<file path="src/rtl/riscv_dtm_tap.sv">
// RISC-V JTAG Debug Transport Module with integrated 1149.1 TAP, IDCODE/BYPASS,
// DTMCS and DMI registers, and a small DMI request FSM, all clocked by tck_i.
//
// state    | meaning
// ---------+----------------------------------------------------------
// DMI_IDLE | no access outstanding, responses accepted and discarded
// DMI_REQ  | request presented on req_*, waiting for req_ready_i
// DMI_WAIT | request accepted, waiting for resp_valid_i
module riscv_dtm_tap #(
    parameter int unsigned ABITS       = 7,
    parameter int unsigned IR_WIDTH    = 5,
    parameter logic [31:0] IDCODE_VAL  = 32'h0000_0001,
    parameter logic [2:0]  IDLE_CYCLES = 3'd1
) (
    input  logic             tck_i,
    input  logic             trst_i,
    input  logic             tms_i,
    input  logic             tdi_i,
    output logic             tdo_o,
    output logic             tdo_oe_o,
    output logic             req_valid_o,
    input  logic             req_ready_i,
    output logic [ABITS-1:0] req_addr_o,
    output logic [31:0]      req_data_o,
    output logic [1:0]       req_op_o,
    input  logic             resp_valid_i,
    output logic             resp_ready_o,
    input  logic [31:0]      resp_data_i,
    input  logic [1:0]       resp_op_i
);

    localparam int unsigned DRW = ABITS + 34;
    localparam logic [IR_WIDTH-1:0] IR_IDCODE = IR_WIDTH'(5'h01);
    localparam logic [IR_WIDTH-1:0] IR_DTMCS  = IR_WIDTH'(5'h10);
    localparam logic [IR_WIDTH-1:0] IR_DMI    = IR_WIDTH'(5'h11);

    typedef enum logic [3:0] {
        TLR, RTI, SEL_DR, CAP_DR, SH_DR, EX1_DR, PA_DR, EX2_DR, UPD_DR,
        SEL_IR, CAP_IR, SH_IR, EX1_IR, PA_IR, EX2_IR, UPD_IR
    } tap_state_t;

    typedef enum logic [1:0] {DMI_IDLE, DMI_REQ, DMI_WAIT} dmi_state_t;

    tap_state_t tap_state, tap_next;
    dmi_state_t dmi_state;

    logic [IR_WIDTH-1:0] ir, ir_sr;
    logic [DRW-1:0]      dr;
    logic [1:0]          sticky, sticky_nxt;
    logic [31:0]         rdata;
    logic [31:0]         dtmcs_cap;
    logic [DRW-1:0]      dmi_cap;
    logic                sel_idcode, sel_dtmcs, sel_dmi;
    logic                dmi_upd, dmi_capt, hard_reset, dmi_reset;
    logic [1:0]          scan_op;

    always_comb begin
        tap_next = tap_state;
        case (tap_state)
            TLR:     tap_next = tms_i ? TLR    : RTI;
            RTI:     tap_next = tms_i ? SEL_DR : RTI;
            SEL_DR:  tap_next = tms_i ? SEL_IR : CAP_DR;
            CAP_DR:  tap_next = tms_i ? EX1_DR : SH_DR;
            SH_DR:   tap_next = tms_i ? EX1_DR : SH_DR;
            EX1_DR:  tap_next = tms_i ? UPD_DR : PA_DR;
            PA_DR:   tap_next = tms_i ? EX2_DR : PA_DR;
            EX2_DR:  tap_next = tms_i ? UPD_DR : SH_DR;
            UPD_DR:  tap_next = tms_i ? SEL_DR : RTI;
            SEL_IR:  tap_next = tms_i ? TLR    : CAP_IR;
            CAP_IR:  tap_next = tms_i ? EX1_IR : SH_IR;
            SH_IR:   tap_next = tms_i ? EX1_IR : SH_IR;
            EX1_IR:  tap_next = tms_i ? UPD_IR : PA_IR;
            PA_IR:   tap_next = tms_i ? EX2_IR : PA_IR;
            EX2_IR:  tap_next = tms_i ? UPD_IR : SH_IR;
            UPD_IR:  tap_next = tms_i ? SEL_DR : RTI;
            default: tap_next = TLR;
        endcase
    end

    always_ff @(posedge tck_i or posedge trst_i) begin
        if (trst_i) tap_state <= TLR;
        else        tap_state <= tap_next;
    end

    always_ff @(posedge tck_i or posedge trst_i) begin
        if (trst_i) begin
            ir    <= IR_IDCODE;
            ir_sr <= '0;
        end else begin
            case (tap_state)
                TLR:     ir    <= IR_IDCODE;
                CAP_IR:  ir_sr <= IR_WIDTH'(1);
                SH_IR:   ir_sr <= {tdi_i, ir_sr[IR_WIDTH-1:1]};
                UPD_IR:  ir    <= ir_sr;
                default: ;
            endcase
        end
    end

    assign sel_idcode = (ir == IR_IDCODE);
    assign sel_dtmcs  = (ir == IR_DTMCS);
    assign sel_dmi    = (ir == IR_DMI);

    assign dtmcs_cap = {17'd0, IDLE_CYCLES, sticky, 6'(ABITS), 4'd1};
    assign dmi_cap   = {req_addr_o, rdata, (dmi_state != DMI_IDLE) ? 2'd3 : sticky};

    // Unselected instructions fall through to a 1-bit bypass in dr[0].
    always_ff @(posedge tck_i or posedge trst_i) begin
        if (trst_i) begin
            dr <= '0;
        end else if (tap_state == CAP_DR) begin
            if (sel_dmi)         dr <= dmi_cap;
            else if (sel_idcode) dr <= DRW'(IDCODE_VAL);
            else if (sel_dtmcs)  dr <= DRW'(dtmcs_cap);
            else                 dr <= '0;
        end else if (tap_state == SH_DR) begin
            if (sel_dmi)                     dr        <= {tdi_i, dr[DRW-1:1]};
            else if (sel_idcode || sel_dtmcs) dr[31:0] <= {tdi_i, dr[31:1]};
            else                             dr[0]     <= tdi_i;
        end
    end

    always_ff @(negedge tck_i or posedge trst_i) begin
        if (trst_i) begin
            tdo_o    <= 1'b0;
            tdo_oe_o <= 1'b0;
        end else begin
            tdo_o    <= (tap_state == SH_IR) ? ir_sr[0] : dr[0];
            tdo_oe_o <= (tap_state == SH_IR) || (tap_state == SH_DR);
        end
    end

    assign dmi_upd    = (tap_state == UPD_DR) && sel_dmi;
    assign dmi_capt   = (tap_state == CAP_DR) && sel_dmi;
    assign hard_reset = (tap_state == UPD_DR) && sel_dtmcs && dr[17];
    assign dmi_reset  = (tap_state == UPD_DR) && sel_dtmcs && dr[16];
    assign scan_op    = dr[1:0];

    // Sticky only ever climbs 0 -> 2 -> 3 until explicitly cleared.
    always_comb begin
        sticky_nxt = sticky;
        if (dmi_state == DMI_WAIT && resp_valid_i) begin
            if (resp_op_i == 2'd3)                        sticky_nxt = 2'd3;
            else if (resp_op_i == 2'd2 && sticky != 2'd3) sticky_nxt = 2'd2;
        end
        if (dmi_state != DMI_IDLE && (dmi_capt || dmi_upd)) sticky_nxt = 2'd3;
        if (dmi_reset || hard_reset)                        sticky_nxt = 2'd0;
    end

    always_ff @(posedge tck_i or posedge trst_i) begin
        if (trst_i) begin
            dmi_state    <= DMI_IDLE;
            req_valid_o  <= 1'b0;
            resp_ready_o <= 1'b1;
            req_addr_o   <= '0;
            req_data_o   <= '0;
            req_op_o     <= '0;
            rdata        <= '0;
            sticky       <= '0;
        end else begin
            sticky <= sticky_nxt;
            if (hard_reset) begin
                dmi_state    <= DMI_IDLE;
                req_valid_o  <= 1'b0;
                resp_ready_o <= 1'b1;
            end else begin
                case (dmi_state)
                    DMI_IDLE: begin
                        if (dmi_upd && sticky == 2'd0 &&
                            (scan_op == 2'd1 || scan_op == 2'd2)) begin
                            req_addr_o   <= dr[DRW-1:34];
                            req_data_o   <= dr[33:2];
                            req_op_o     <= scan_op;
                            req_valid_o  <= 1'b1;
                            resp_ready_o <= 1'b0;
                            dmi_state    <= DMI_REQ;
                        end
                    end
                    DMI_REQ: begin
                        if (req_ready_i) begin
                            req_valid_o  <= 1'b0;
                            resp_ready_o <= 1'b1;
                            dmi_state    <= DMI_WAIT;
                        end
                    end
                    DMI_WAIT: begin
                        if (resp_valid_i) begin
                            rdata     <= resp_data_i;
                            dmi_state <= DMI_IDLE;
                        end
                    end
                    default: dmi_state <= DMI_IDLE;
                endcase
            end
        end
    end

endmodule

</file>
<file path="config.mk">
export PLATFORM = sky130hd
export DESIGN_NAME = riscv_dtm_tap
export DESIGN_NICKNAME = d
export VERILOG_FILES = /design/src/rtl/riscv_dtm_tap.sv
export SDC_FILE = /design/constraint.sdc
export NUM_CORES = 1
export LEC_CHECK = 0
export CAP_MARGIN = 10
export CORE_ASPECT_RATIO = 1.4
export CORE_UTILIZATION = 34
export CTS_CLUSTER_DIAMETER = 40
export DETAILED_ROUTE_END_ITERATION = 10
export GPL_TIMING_DRIVEN = 1
export PLACE_DENSITY = 0.53
export SLEW_MARGIN = 20
export SYNTH_ARGS = -nofsm -noshare
export SYNTH_HDL_FRONTEND = slang
export SYNTH_SLANG_ARGS = --single-unit
</file>
<file path="constraint.sdc">
create_clock -name tck_i -period 4.8 [get_ports tck_i]
set_clock_uncertainty 0.1 [all_clocks]
set_input_delay 0.48 -clock tck_i [delete_from_list [all_inputs] [get_ports tck_i]]
set_output_delay 0.48 -clock tck_i [all_outputs]
set_load 0.01 [all_outputs]
</file>
# Word-level counts from Yosys, hierarchy flattened
# Cells that the tools add are included.
# W data, S select, Z words.
# op_classes
eq_ne	28
muxes	44
n_bitwise	1
n_reduce_logical	37
# op_table
operator	n
$mux W41	3
$pmux W4 S12	1
$eq A4 B4 Y1 const B	8
$mux W32	1
$mux W31	1
$mux W13	2
$mux W2	13
$pmux W5 S2	2
$eq A4 B3 Y1 const B	4
$mux W4	4
$reduce_and A3 Y1	4
$mux W1	11
$eq A5 B5 Y1 const B	2
$logic_and A1 B1 Y1	10
$reduce_bool A2 Y1	5
$mux W9	1
$ne A3 B3 Y1 const B	3
$reduce_bool A3 Y1	3
$eq A2 B2 Y1 const B	4
$eq A4 B2 Y1 const B	2
$mux W3	2
$pmux W2 S3	1
$reduce_and A2 Y1	3
$eq A5 B1 Y1 const B	1
11 further kinds	19
# totals
regBits	136
inputBits	40
elab_cells	126

# Longest topological paths before layout
# Gate-level depths: netlist of run 1.
# logic_depth
word_depth	7
ltp_mapped	7
mapped_depth_nobuf	4

==> results of run 1 <==
==> layer usage <==
| layer | vias to the layer above | part of all wire (%) | track usage (%) | wire, um |
|---|---|---|---|---|
| li1 | 1963 | - | - | - |
| met4 | 0 | 1.1 | 4.95 | 155 |
| met1 | 2069 | 43 | 19.2 | 5950 |
| met5 | - | 0 | 0 | 0 |
| met3 | 10 | 4.1 | 4.32 | 571 |
| met2 | 87 | 52 | 27.1 | 7290 |
==> power by group <==
| group | internal, W | total, W | leakage (nW) | switching (W) |
|---|---|---|---|---|
| Sequential | 0.00129 | 0.00147 | 1.83 | 0.000183 |
| Clock | 0.000846 | 0.00133 | 0.297 | 0.000482 |
| Combinational | 0.000371 | 0.000760 | 1.42 | 0.000389 |
==> cells by family (layout without fill, tap and decap cells) <==
| kind of cell | Yosys count | after routing |
|---|---|---|
| mux | 116 | 116 |
| compound gates | 90 | 90 |
| xor+xnor | 2 | 2 |
| simple gates | 127 | 127 |
| buf+inv | 44 | 126 |
| flops | 136 | 136 |
==> worst min-delay path by stage <==
stage	end	slack, ns	cells past startpoint
CTS	rdata[25]$_DFFE_PP0P_	0.40	1
floorplan	rdata[22]$_DFFE_PP0P_	0.36	1
finish	rdata[25]$_DFFE_PP0P_	0.39	1
global placement	rdata[25]$_DFFE_PP0P_	0.38	1
global route	rdata[25]$_DFFE_PP0P_	0.42	1
detailed placement	rdata[25]$_DFFE_PP0P_	0.38	1
==> stage by stage <==
step	std cells	total power, W
after floorplan	515	0.00199
after global routing	837	0.00375
final	837	0.00356
after global placement	804	0.00220
after CTS	836	0.00357
after detailed placement	804	0.00223
==> final cells by class <==
type / instances / area [um2] / share of cell area (%)
Clock inverter: 11 / 148 / 1.87
Tap cell: 240 / 300 / 3.81
Multi-Input combinational cell: 335 / 2650 / 33.5
Inverter: 4 / 18.8 / 0.238
Sequential cell: 136 / 3410 / 43.2
Timing Repair Buffer: 90 / 910 / 11.5
Clock buffer: 21 / 460 / 5.84
==> synth_stat cells (all sizes together), types with 3 or more instances <==
master,n
a21oi,16
buf,16
clkbuf,24
dfrtp,132
inv,4
mux2,105
mux2i,11
nand2,74
nand2b,6
nand3,4
nand3b,4
nand4,3
nor2,12
nor2b,5
nor3,3
o211ai,4
o21ai,42
o22ai,5
o2bb2ai,9
o31ai,3
==> worst register-to-register path, cell delays in order (launching register included) <==
cell and delay, ns:
dfrtp_1 0.67, or3b_2 0.58, a21oi_1 0.24, nand2_1 0.11, o21ai_0 0.14
==> state kept, by name (all words and copies together) (netlist names) <==
| register | cells |
|---|---|
| dr | 41 |
| rdata | 32 |
| req_data_o | 32 |
| req_addr_o | 7 |
| ir | 5 |
| ir_sr | 5 |
| tap_state | 4 |
| dmi_state | 2 |
| req_op_o | 2 |
| sticky | 2 |
| req_valid_o | 1 |
| resp_ready_o | 1 |
| tdo_o | 1 |
| tdo_oe_o | 1 |
==> results.txt, run 1 <==
Outcome - complete, no violations
Pin count of the biggest net entering global routing - 84
Clk sink count - 136
Initial antenna violation count - 0
Post-detail-place hpwl - 9070 um
R2R setup slack - 0.53 ns
Final hold vios - 0
Max transition margin - 29.8%
Largest family of logic cells by synthesized area - multiplexers
Hold_sp - rdata[25]$_DFFE_PP0P_
Inserted Clock Buffers - 17
RSZ-0062 raised after global routing - false
CP Buf/Inv Count - 1
Critical Path RT - 4.22 ns
CTS Hold Bufs - 0
Starting density of the core - 34.7%
Worst hold slack - 0.390 ns
Final setup TNS - 0 ns
Core Region - 18000 um2
Clock latency on the worst-skew pair - 0.41 ns
Max VDD drop - 0.254 mV
R2r startpoint - tap_state[0]$_DFF_PP0_
Clk buf depth - 2
Overflow after GRT - 0
Die footprint - 18900 um2
ANT cells - 0
Critical path destination - tdo_o
Crit path depth - 1
Commonest non-fill, non-tap cell in the layout - dfrtp_1
Post-Synth XOR/XNOR Area - 0.281%
Reg clk slew, reported paths - 0.05 ns
Share of cells above drive strength 1 - 24.0%
Chip height - 162 um
Total GRT Usage - 15.9%
Register area share after synthesis - 54.5%
GPL Wtd Cong - 0.796
Share of flip-flops with an asynchronous set or reset - 100%
I/O Buffers - 84
Max Fanout on Critical Path - 1
Vias/cell - 4.93
Slew at the pin with the worst max-slew slack - 1.05 ns
CP delay by family, top - buffers and inverters
First drt pass iteration count - 6
WL per Instance - 16.7 um
HP Class - reg -> reg
Cell row count - 58
Final worst slack - 0.506 ns
Horiz. Die Dim - 117 um
Synth Area in Adders - 0%
CTS Root Cell - clkbuf_16
Worst Path Arrival - 3.71 ns
R2R depth - 4
# IOs - 85
Pwr/cell area - 451 nW/um2
Largest cells by area after synthesis - dfrtp_1 53%, mux2_2 12%, mux2_4 6.5%
Syn Nets - 555
Initial DRC Count - 240
Vias - 4129
Area grow syn2layout - 26.3%
#FFs+latches synth - 136
CTS tree - done
Layout fillers - 1712
Setup WS pre-CTS - 0.517 ns
DP Area - 7250 um2
Most frequent cells in the layout - 132 x dfrtp_1, 84 x clkdlybuf4s50_1, 74 x nand2_1, 68 x mux2_2, 42 x o21ai_0
Reg-to-reg endpoint - tdo_oe_o$_DFF_NP0_
Post-cts resize count - 0
Slowest-stage cell, CP - clkdlybuf4s50_1
Kind of critical path - reg -> out
Post-CTS setup buffers - 0
Mean Syn Cell Area - 12.1 um2
First-pass GRT wire length - 22600 um
Synth Area in Compound Gates - 8.66%
Final core utilization - 43.8%
Worst setup EP type - output pin
Wirelength, routed - 14000 um
Cells after Synth - 515
Primary FF master, synth - dfrtp_1
Antenna viol nets, final - 0
H-tree Lvls - 4
Number of synthesized flops with an enable pin - 0
Max Cap Violations - 0
Post-route cell area - 7890 um2
Area leader, netlist - dfrtp_1
Slew Limit Fails - 0
Proportion of synthesized area in mux cells - 22.3%
DRC Markers - 0
Cell Chain, Critical Path - clkdlybuf4s50_1
Worst setup startpoint - tdo_o$_DFF_NP0_
Top cell type's share of synthesized area - 52.9%
Simple-gate portion of the synthesized area - 10.5%
Synth cell types - 49
Ys Warns - 0
Final Setup Violations - 0
Number of global-route vias before repair - 4287
Syn Std Cell Area - 6240 um2
Crit start category - flip-flop
Final net count - 624
P_leak - 3.55 nW
Max incr delay on CP - 0.53 ns
Note: power is estimated with default switching activity, not from simulation.
==> inputs of run 2 (changes only) <==
--- a/config.mk
+++ b/config.mk
@@ -6,7 +6,7 @@
 export NUM_CORES = 1
 export LEC_CHECK = 0
 export CAP_MARGIN = 10
-export CORE_ASPECT_RATIO = 1.4
+export CORE_ASPECT_RATIO = 1.1
 export CORE_UTILIZATION = 34
 export CTS_CLUSTER_DIAMETER = 40
 export DETAILED_ROUTE_END_ITERATION = 10
==> run 2 against run 1 <==
Against the previous run:
- largest cell class unchanged
- count of clock-buffer cells in the layout up 6
- cell area fell by 0.68%
- register-to-register slack better by 0.04 ns
- critical endpoint unchanged
- worst setup slack got worse by 0.0021 ns
- largest power group unchanged
==> results.txt, run 2 (synthesized netlist as in run 1, its figures left out) <==
Total GRT Usage - 15.7%
Area grow syn2layout - 25.5%
Outcome - complete, no violations
Clk buf depth - 2
P_leak - 3.52 nW
Most frequent cells in the layout - 132 x dfrtp_1, 84 x clkdlybuf4s50_1, 74 x nand2_1, 68 x mux2_2, 42 x o21ai_0
Final net count - 626
First-pass GRT wire length - 22800 um
H-tree Lvls - 4
Pwr/cell area - 435 nW/um2
Max Cap Violations - 0
Antenna viol nets, final - 0
Worst setup EP type - output pin
CTS Hold Bufs - 0
Share of cells above drive strength 1 - 22.9%
Core Region - 17900 um2
Number of global-route vias before repair - 4255
Reg clk slew, reported paths - 0.05 ns
Slew at the pin with the worst max-slew slack - 0.923 ns
Starting density of the core - 34.9%
Vias/cell - 4.93
Max VDD drop - 0.254 mV
Reg with most FFs - dr
Slowest-stage cell, CP - clkdlybuf4s50_1
Final setup TNS - 0 ns
Initial antenna violation count - 0
Cell Chain, Critical Path - clkdlybuf4s50_1
First drt pass iteration count - 4
CP delay by family, top - buffers and inverters
Overflow after GRT - 0
Largest registers - dr: 41 flops, rdata: 32 flops, req_data_o: 32 flops
Initial DRC Count - 178
Post-detail-place hpwl - 8940 um
Max Fanout on Critical Path - 1
CP Buf/Inv Count - 1
Slew Limit Fails - 0
Horiz. Die Dim - 131 um
Worst Path Arrival - 3.72 ns
WL per Instance - 16.4 um
Critical Path RT - 4.22 ns
Wirelength, routed - 13700 um
Max incr delay on CP - 0.53 ns
Pin count of the biggest net entering global routing - 72
CTS tree - done
Clk sink count - 136
Kind of critical path - reg -> out
Max transition margin - 38.4%
Post-CTS setup buffers - 0
Die footprint - 18900 um2
Cell row count - 51
RSZ-0062 raised after global routing - false
ANT cells - 0
Commonest non-fill, non-tap cell in the layout - dfrtp_1
# IOs - 85
Power Total - 0.00341 W
CTS Root Cell - clkbuf_16
Final hold vios - 0
Final Setup Violations - 0
Post-cts resize count - 0
Vias - 4113
Inserted Clock Buffers - 17
DRC Markers - 0
Clock latency on the worst-skew pair - 0.41 ns
Crit start category - flip-flop
HP Class - reg -> reg
Worst hold slack - 0.386 ns
Final core utilization - 43.8%
Chip height - 144 um
I/O Buffers - 84
GPL Wtd Cong - 0.787
Max reg flops - 41
## run 2: changes by cell type in the layout (fill, tap and decap cells not counted), sizes merged
cell    previous run  this run
bufinv             3         1
clkbuf            21        27
buf                6         8
inv                4         3
clkinv             6         1
## run 2: final timing paths
path / from / endpoint / slack [ns] / cells after the start
worst max-delay path: tdo_o$_DFF_NP0_ / tdo_o / 0.50 / 1
worst min-delay path: req_data_o[27]$_DFFE_PP0P_ / req_data_o[27]$_DFFE_PP0P_ / 0.39 / 1
worst max register to register: tap_state[2]$_DFF_PP0_ / tdo_oe_o$_DFF_NP0_ / 0.57 / 4
worst min register to register: req_data_o[27]$_DFFE_PP0P_ / req_data_o[27]$_DFFE_PP0P_ / 0.39 / 1
max in group asynchronous: trst_i / tdo_o$_DFF_NP0_ / 1.88 / 2
min in group asynchronous: trst_i / rdata[2]$_DFFE_PP0P_ / 0.71 / 3
## run 2: cell type report
cell class	count	area, um2
fill	1686	10000
sequential	136	3410
multi-input combinational	335	2650
timing repair buffer	92	941
clock buffer	27	483
tap	238	298
clock inverter	3	42.5
inverter	4	18.8
## run 2: per-layer routing
metal  GRT usage, %  up-vias  share of wire [%]
met5              0        -                  0
met4           5.33        0                1.4
met3           4.38       14                3.4
met2           26.0       77                 50
met1           19.8     2059                 45
li1               -     1963                  -
## run 2: through the flow
stage               worst slack [ns]  instances  area (um2)
finish                         0.504        835        7830
global route                   0.416        835        7830
CTS                            0.476        833        7780
detailed placement             0.618        803        7250
global placement               0.702        803        7250
floorplan                      0.236        515        6250
## run 2: report_power, final
part	switching, W	internal (W)	total (W)	leakage [nW]
Clock	0.000445	0.000733	0.00118	0.252
Sequential	0.000161	0.00129	0.00145	1.83
Combinational	0.000406	0.000375	0.000781	1.43
